File: src/rtl/uart_pkg.sv
// Shared types and constants for the user UART receive peripheral.
//   rx_state_t  : receiver FSM states
//   OFS_*       : register offsets from RX_BASE
//   STAT_*      : bit positions inside the STAT register
//   bit_cycles  : rounded clock cycles per serial bit
package uart_pkg;

  typedef enum logic [2:0] {
    IDLE  = 3'd0,
    START = 3'd1,
    DATA  = 3'd2,
    STOP  = 3'd3,
    BREAK = 3'd4
  } rx_state_t;

  localparam logic [2:0]  OFS_DATA = 3'h0;
  localparam logic [2:0]  OFS_STAT = 3'h4;

  localparam logic [31:0] RX_BASE  = 32'h0003_0004;
  localparam logic [31:0] RX_LAST  = 32'h0003_000B;

  localparam int unsigned STAT_NEMPTY = 0;
  localparam int unsigned STAT_OVR    = 1;
  localparam int unsigned STAT_FERR   = 2;

  // round(clk_hz / baud)
  function automatic int unsigned bit_cycles(input int unsigned clk_hz, input int unsigned baud);
    return (clk_hz + baud / 2) / baud;
  endfunction

endpackage

File: src/rtl/sync_fifo.sv
// Single-clock FIFO with wrap-bit pointers.
//   clk, rst   : clock, asynchronous active-high reset (empties the FIFO)
//   push, din  : write request and data; accepted when not full, or when full with a pop
//   pop        : read request; ignored while empty
//   full/empty : status, count : number of stored entries, head : oldest entry
module sync_fifo #(
  parameter int unsigned DW = 8,
  parameter int unsigned AW = 4
) (
  input  logic          clk,
  input  logic          rst,
  input  logic          push,
  input  logic [DW-1:0] din,
  input  logic          pop,
  output logic          full,
  output logic          empty,
  output logic [AW:0]   count,
  output logic [DW-1:0] head
);

  localparam int unsigned DEPTH = 2 ** AW;

  logic [DW-1:0] mem [DEPTH];
  logic [AW:0]   wptr;
  logic [AW:0]   rptr;
  logic          do_push;
  logic          do_pop;

  assign empty = (wptr == rptr);
  assign full  = (wptr[AW] != rptr[AW]) && (wptr[AW-1:0] == rptr[AW-1:0]);
  assign count = wptr - rptr;
  assign head  = mem[rptr[AW-1:0]];

  // A pop frees a slot this cycle, so a push while full is still accepted.
  assign do_pop  = pop & ~empty;
  assign do_push = push & (~full | do_pop);

  always_ff @(posedge clk or posedge rst) begin
    if (rst) begin
      wptr <= '0;
      rptr <= '0;
    end else begin
      if (do_push) wptr <= wptr + (AW+1)'(1);
      if (do_pop)  rptr <= rptr + (AW+1)'(1);
    end
  end

  // Storage array carries no reset; only pointer state defines contents.
  always_ff @(posedge clk) begin
    if (do_push) mem[wptr[AW-1:0]] <= din;
  end

endmodule

File: src/rtl/user_uart_rx.sv
// 8N1 UART receiver with a byte FIFO behind a naive_bus slave port.
//   clk, rst          : system clock, asynchronous active-high reset
//   i_uart_rx         : serial line, idle high, asynchronous to clk
//   rd_req/rd_addr    : read request; rd_gnt same cycle on address hit
//   rd_data           : registered read data, valid the cycle after grant
//   wr_req/wr_addr/wr_be/wr_data : write request; wr_gnt same cycle on hit
// Registers (from 0x0003_0004): +0 DATA (read pops), +4 STAT (flags, count).
module user_uart_rx
  import uart_pkg::*;
#(
  parameter int unsigned CLK_FREQ = 50_000_000,
  parameter int unsigned BAUD     = 115200,
  parameter int unsigned FIFO_AW  = 4
) (
  input  logic        clk,
  input  logic        rst,
  input  logic        i_uart_rx,
  input  logic        rd_req,
  output logic        rd_gnt,
  input  logic [31:0] rd_addr,
  output logic [31:0] rd_data,
  input  logic        wr_req,
  output logic        wr_gnt,
  input  logic [31:0] wr_addr,
  input  logic [3:0]  wr_be,
  input  logic [31:0] wr_data
);

  localparam int unsigned BIT_CYC = bit_cycles(CLK_FREQ, BAUD);
  localparam int unsigned TW      = $clog2(BIT_CYC);
  localparam logic [TW-1:0] FULL_LOAD = TW'(BIT_CYC - 1);
  localparam logic [TW-1:0] HALF_LOAD = TW'(BIT_CYC / 2 - 1);
  localparam logic [TW-1:0] T_ONE     = TW'(1);

  logic [1:0]       sync_q;
  logic             rx_bit;
  rx_state_t        state;
  logic [TW-1:0]    timer;
  logic [2:0]       bit_idx;
  logic [7:0]       shreg;
  logic             push;
  logic             ferr_set;

  logic             full;
  logic             empty;
  logic [FIFO_AW:0] count;
  logic [7:0]       head;
  logic             pop;

  logic             overrun;
  logic             ferr;
  logic             ovr_set;

  logic             rd_hit;
  logic             wr_hit;
  logic [2:0]       rd_off;
  logic [2:0]       wr_off;
  logic             rd_is_data;
  logic             stat_wr;
  logic [31:0]      data_word;
  logic [31:0]      stat_word;
  logic             unused_bits;

  // Two-flop synchroniser; resets to the idle level.
  always_ff @(posedge clk or posedge rst) begin
    if (rst) sync_q <= 2'b11;
    else     sync_q <= {sync_q[0], i_uart_rx};
  end
  assign rx_bit = sync_q[1];

  // Frame FSM: timer counts down to 0, sampling on the cycle it reads 0.
  // A low level in IDLE counts as a start edge, so a line already low at
  // reset release starts a frame.
  always_ff @(posedge clk or posedge rst) begin
    if (rst) begin
      state    <= IDLE;
      timer    <= '0;
      bit_idx  <= '0;
      shreg    <= '0;
      push     <= 1'b0;
      ferr_set <= 1'b0;
    end else begin
      push     <= 1'b0;
      ferr_set <= 1'b0;
      case (state)
        IDLE: begin
          if (!rx_bit) begin
            state <= START;
            timer <= HALF_LOAD;
          end
        end
        START: begin
          if (timer == '0) begin
            if (!rx_bit) begin
              state   <= DATA;
              timer   <= FULL_LOAD;
              bit_idx <= '0;
            end else begin
              state <= IDLE;
            end
          end else begin
            timer <= timer - T_ONE;
          end
        end
        DATA: begin
          if (timer == '0) begin
            shreg <= {rx_bit, shreg[7:1]};
            timer <= FULL_LOAD;
            if (bit_idx == 3'd7) state   <= STOP;
            else                 bit_idx <= bit_idx + 3'd1;
          end else begin
            timer <= timer - T_ONE;
          end
        end
        STOP: begin
          if (timer == '0) begin
            if (rx_bit) begin
              push  <= 1'b1;
              state <= IDLE;
            end else begin
              ferr_set <= 1'b1;
              state    <= BREAK;
            end
          end else begin
            timer <= timer - T_ONE;
          end
        end
        BREAK: begin
          if (rx_bit) state <= IDLE;
        end
        default: state <= IDLE;
      endcase
    end
  end

  sync_fifo #(.DW(8), .AW(FIFO_AW)) u_fifo (
    .clk   (clk),
    .rst   (rst),
    .push  (push),
    .din   (shreg),
    .pop   (pop),
    .full  (full),
    .empty (empty),
    .count (count),
    .head  (head)
  );

  // Address decode over the 8-byte window.
  assign rd_hit     = (rd_addr >= RX_BASE) && (rd_addr <= RX_LAST);
  assign wr_hit     = (wr_addr >= RX_BASE) && (wr_addr <= RX_LAST);
  assign rd_off     = 3'(rd_addr - RX_BASE);
  assign wr_off     = 3'(wr_addr - RX_BASE);
  assign rd_gnt     = rd_req & rd_hit;
  assign wr_gnt     = wr_req & wr_hit;
  assign rd_is_data = (rd_off & OFS_STAT) == OFS_DATA;
  assign stat_wr    = wr_gnt && ((wr_off & OFS_STAT) == OFS_STAT) && wr_be[0];

  assign pop       = rd_gnt & rd_is_data & ~empty;
  assign ovr_set   = push & full & ~pop;
  assign data_word = empty ? 32'h0 : {23'h0, 1'b1, head};
  assign stat_word = {16'h0, 8'(count), 5'h0, ferr, overrun, ~empty};

  always_ff @(posedge clk or posedge rst) begin
    if (rst)         rd_data <= '0;
    else if (rd_gnt) rd_data <= rd_is_data ? data_word : stat_word;
  end

  // Sticky flags; a set event in the same cycle beats a software clear.
  always_ff @(posedge clk or posedge rst) begin
    if (rst) begin
      overrun <= 1'b0;
      ferr    <= 1'b0;
    end else begin
      if (ovr_set)                            overrun <= 1'b1;
      else if (stat_wr && wr_data[STAT_OVR])  overrun <= 1'b0;
      if (ferr_set)                           ferr    <= 1'b1;
      else if (stat_wr && wr_data[STAT_FERR]) ferr    <= 1'b0;
    end
  end

  assign unused_bits = ^{wr_data[31:3], wr_data[STAT_NEMPTY], wr_be[3:1]};

endmodule

File: config.mk
export PLATFORM = sky130hd
export DESIGN_NAME = user_uart_rx
export DESIGN_NICKNAME = d
export VERILOG_FILES = /design/src/rtl/uart_pkg.sv /design/src/rtl/sync_fifo.sv /design/src/rtl/user_uart_rx.sv
export SDC_FILE = /design/constraint.sdc
export NUM_CORES = 1
export LEC_CHECK = 0
export CELL_PAD_IN_SITES_DETAIL_PLACEMENT = 2
export CELL_PAD_IN_SITES_GLOBAL_PLACEMENT = 2
export CORE_ASPECT_RATIO = 1.1
export CORE_MARGIN = 2
export CORE_UTILIZATION = 30
export DETAILED_ROUTE_END_ITERATION = 10
export DONT_BUFFER_PORTS = 1
export HOLD_SLACK_MARGIN = 0.15
export PLACE_DENSITY_LB_ADDON = 0.1
export SETUP_SLACK_MARGIN = 0.5
export SLEW_MARGIN = 10
export SYNTH_ARGS = -nofsm -noshare
export SYNTH_HDL_FRONTEND = slang
export SYNTH_HIERARCHICAL = 1
export SYNTH_SLANG_ARGS = --single-unit
File: constraint.sdc
create_clock -name clk -period 11.2 [get_ports clk]
set_clock_uncertainty 0.1 [all_clocks]
set_input_delay 2.24 -clock clk [delete_from_list [all_inputs] [get_ports clk]]
set_output_delay 2.24 -clock clk [all_outputs]
set_load 0.02 [all_outputs]
* Word level (Yosys, flattened, before mapping)
Memory sizes are Yosys's and may differ from the RTL's. Cells that the tools add are included.
Storage, ports and cells: flip-flop bits (word level) 71, RAM bits 128, output and inout bits 34, memories kept 1
Memory list:
- u_fifo.mem | words 16, width 8, rd ports 1, clocked after memory_dff 0, write ports 1, line sync_fifo.sv:23 | logic [DW-1:0] mem [DEPTH];
Cells by class: add/subtract/negate cells 7, $lt $le $gt $ge 4, equal/unequal tests 18, multiplexer cells 34, bitwise operators 12, reductions and logical operators 18
Operator list (count):
- greater-or-equal comparator 32 x 18 -> 1 bit, second input constant | 2
- <= comparator 32 x 18 -> 1 bit, second input constant | 2
- two-way mux 9 bit | 6
- case mux 9 bit (4 select lines) | 1
- two-way mux 3 bit | 11
- inequality test 2 bit, second input constant | 9
- case mux 3 bit (5 select lines) | 1
- two-way mux 13 bit | 1
- two-way mux 1 bit | 12
- adder 5 x 1 -> 5 bit, second input constant | 2
- zero test 9 bit | 1
- subtractor 9 x 1 -> 9 bit, second input constant | 1
- bitwise AND 1 bit | 8
- logical AND 1 bit | 7
- == test 3 x 2 -> 1 bit, second input constant | 2
- == test 3 bit, second input constant | 2
- zero test 3 bit | 2
- case mux 3 bit (2 select lines) | 1
- AND reduction 6 bit | 1
- nonzero test 2 bit | 3
- subtractor 3 bit, second input constant | 2
- == test 5 bit | 1
- AND reduction 5 bit | 1
- subtractor 5 bit | 1
- other kinds (11) | 13

* Depth between registers and ports, before layout
word-level depth 10, mapped depth 12, gate-level depth less buffers 9

* Cells and area by module
The synthesis kept the hierarchy.
By module, submodules not included:
- sync_fifo | instances 1, cells each 299, area each 5695.5 um^2
- user_uart_rx | instances 1, cells each 242, area each 2463.6 um^2

* Worst setup path after synthesis
No wires, ideal clock.
path kind input -> output, from in rd_addr[13], to out rd_gnt, arrival 3.184 ns, required time 8.860 ns, setup slack 5.676 ns, cell stages on the path 3, buffers on the path 0, cell sequence nor4b_1 -> nand3_1 -> nor3_1
On the way: longest elaborated chain between the ends 3
Ends and longest elaborated chain:
- start, declared | line user_uart_rx.sv:20 | input logic [31:0] rd_addr,
- greater-or-equal comparator 32 x 18 -> 1 bit or <= comparator 32 x 18 -> 1 bit (tied branches) | line user_uart_rx.sv:149 | assign rd_hit = (rd_addr >= RX_BASE) && (rd_addr <= RX_LAST);
- logical AND 1 bit * | line user_uart_rx.sv:149
- bitwise AND 1 bit * | line user_uart_rx.sv:153 | assign rd_gnt = rd_req & rd_hit;
- end, declared | line user_uart_rx.sv:19 | output logic rd_gnt,
Mark *: on every way between the ends. The rest lies on a longest branch, timed or not.

* Worst setup path after layout
Ends and elaborated chain as after synthesis.

==> metrics.md <==
| Metric | Value |
|---|---|
| Hold buffer count at cts | `0` |
| RSZ-0062 raised after global routing | `no` |
| Horiz. Die Dim | `161 um` |
| Fin crit share | `50.7%` |
| Clock Power Share | `44.7%` |
| NumNets Final | `663` |
| Most crowded layer after global routing | `met2` |
| Share of power burned in registers | `54.2%` |
| Ports | `139` |
| Startpoint Class | `input pin` |
| HPWL Detailed | `13.8 mm` |
| Register area share after synthesis | `63.1%` |
| Max FO, Critical Path | `3` |
| WS Path Type | `in -> out` |
| Least-Margin Pin Slew | `1.15 ns` |
| Layout cell share with drive strength beyond 1 | `14.5%` |
| Pwr dens | `145 nW/um^2` |
| Sw frac | `21.4%` |
| Via count | `4553` |
| Worst slack, placed | `5.49 ns` |
| Vias per inst | `4.98` |
| Fmax | `176 MHz` |
| I/O Buffers | `0` |
| Hold Startpoint | `sync_q[0]` |
| Status | `finished clean` |
| Initial core utilization | `30.4%` |
| Ys Warns | `6` |
| Final hold vios | `0` |
| Post-route DRC | `0` |
| Total CTS buffers | `17` |
| R2r worst-path depth | `10` |
| Final setup fails | `0` |
| Routability cong. | `0.710` |
| Clock Path Buffers | `2` |
| Row cnt | `63` |
| Maximum vdd ir drop | `0.0000840 V` |
| Pleak | `3.69 nW` |
| Power share of the combinational group | `1.1%` |
| Worst reg2reg path startpoint | `u_fifo/rptr[1]` |
| Post-synth EDFFs | `128` |
| Met1 GRT Util | `18.2%` |
| Crit. End Element | `output pin` |
| Synth async-reset ratio | `28.9%` |
| Fin crit period | `5.68 ns` |
| Fillcell total | `2741` |
| Clk sinks | `180` |
| Initial antenna violation count | `0` |
| Distinct cells, synth | `69` |
| Worst relative slew slack | `23.2%` |
| Total gr overflow | `0` |
| P&R area growth vs syn | `10.4%` |
| CTS H-tree depth | `4` |
| Worst Hold Path EP | `sync_q[1]` |
| Required @ worst endpoint | `8.86 ns` |
| Ant diodes | `0` |
| Clock Latency Late Sink | `0.44 ns` |
| Pin count of the biggest net entering global routing | `44` |
| GRT Util Overall | `14.9%` |
| Psw | `0.279 mW` |
| Syn Std Cell Area | `8160 um^2` |
| Met2 Usage GRT | `26.7%` |
| Core outline area | `26900 um^2` |
| Fin util | `33.5%` |
| Syn Inst Count | `541` |
| Maxcap violations | `0` |
| WL final | `20.1 mm` |
| Hold Path Stages | `0` |
| Routed wire per std cell | `22.0 um` |
| DRT iter0 DRCs | `209` |
| RR Endpoint | `u_fifo/mem[13][1]` |
| Ys flop type | `edfxtp_1` |
| Reg clk slew, reported paths | `0.07 ns` |
| First-pass GRT wire length | `31.2 mm` |
| DIE AREA | `28500 um^2` |
| FF+latch count, synth | `180` |
| DRT Pass-1 Iters | `4` |
| Worst Path Arrival | `3.34 ns` |
| Setup total negative slack | `0 ns` |
| R2R setup slack | `6.74 ns` |
| Root Driver | `clkbuf_16` |
| CTS resizes | `0` |
| Worst Hold Class | `reg -> reg` |
| Final Max Slew Viols | `0` |
| Post-route ant nets | `0` |
| Mean post-synth cell area | `15.1 um^2` |
| Worst setup margin | `5.52 ns` |
| Internal Power | `1.03 mW` |
| Die height | `177 um` |
| Number of global-route vias before repair | `5123` |
| Post-CTS setup buffers | `0` |
| Met3 Track Usage GR | `2.23%` |
| CTS tree | `built` |
==> flip-flops by register name (all words and copies together) (netlist names), 2 cells and up <==
name / cells
u_fifo/mem: 128
rd_data: 13
timer: 9
shreg: 8
u_fifo/rptr: 5
u_fifo/wptr: 5
bit_idx: 3
state: 3
sync_q: 2
==> logic make-up after synthesis <==
logic type | share of synthesized area, %
multiplexers | 13.9
flip-flops | 63.1
adder cells (fa/ha/maj) | 2.09
XOR/XNOR | 1.61
buffers and inverters | 4.68
AND/OR/NAND/NOR | 8.40
other | 0.0460
AO/OA/AOI/OAI | 6.18
==> worst max path at each step <==
stage / startpoint / end / cells past startpoint
after global routing: rd_addr[27] / rd_gnt / 3
final: rd_addr[13] / rd_gnt / 3
after global placement: rd_addr[27] / rd_gnt / 3
after detailed placement: rd_addr[13] / rd_gnt / 3
after floorplan: rd_addr[13] / rd_gnt / 3
after CTS: rd_addr[13] / rd_gnt / 3
==> worst max-delay path: stages <==
cell,delay (ns)
nor4b_1,0.31
nand3_1,0.19
nor3_1,0.60
==> layout make-up <==
cell class | count | area [um^2] | area share, %
repair buffers | 6 | 45.0 | 0.500
inverters | 27 | 101 | 1.13
multi-input cells | 313 | 2700 | 30.0
clock inverters | 11 | 116 | 1.29
flip-flops and latches | 180 | 5150 | 57.2
well taps | 357 | 447 | 4.96
clock buffers | 21 | 450 | 5.00
==> synthesized netlist by cell type, types with 10 or more instances <==
cell / n / share of area [%]
nor2_1: 26 / 1.2
mux2i_1: 32 / 3.9
buf_4: 21 / 1.9
xnor2_1: 10 / 1.1
nor3_1: 12 / 0.74
inv_1: 26 / 1.2
mux4_1: 16 / 5.2
mux2_2: 19 / 2.6
ha_1: 12 / 1.8
o21ai_0: 10 / 0.61
dfrtp_1: 50 / 15
nand2_1: 22 / 1.0
edfxtp_1: 128 / 47
==> through the flow <==
stage	cell area [um^2]	hold slack, ns	power, mW	std cells
global route	9010	0.275	1.35	915
detailed placement	8440	0.259	0.736	883
global placement	8440	0.257	0.736	883
finish	9010	0.267	1.31	915
CTS	9010	0.270	1.33	915
floorplan	8230	0.245	0.739	559
==> cells in the final DEF (no fill, tap or decap), types with 9 or more instances in the layout <==
cell type and count:
nor2_1 26, xnor2_1 10, mux4_1 16, mux2_2 19
nor4_1 9, mux2i_1 32, edfxtp_1 128, ha_1 12
nand2_1 22, clkbuf_16 17, o21ai_0 10, a22oi_1 9
dfrtp_1 49, nor3_1 12, conb_1 19, inv_1 25
a21oi_1 9
==> power by group through the flow <==
| stage | clock [mW] | combinational [mW] | sequential (mW) |
|---|---|---|---|
| finish | 0.584 | 0.0144 | 0.707 |
| global route | 0.626 | 0.0164 | 0.707 |
| CTS | 0.605 | 0.0147 | 0.707 |
| detailed placement | 0 | 0.0147 | 0.721 |
| global placement | 0 | 0.0146 | 0.721 |
| floorplan | 0 | 0.0177 | 0.721 |
==> metal layers <==
metal | vias to the layer above | part of all wire, %
met2 | 67 | 53
met1 | 2402 | 43
met5 | - | 0
met4 | 0 | 1.7
li1 | 2067 | -
met3 | 17 | 2.6
Power figures use the tool's default switching activity.
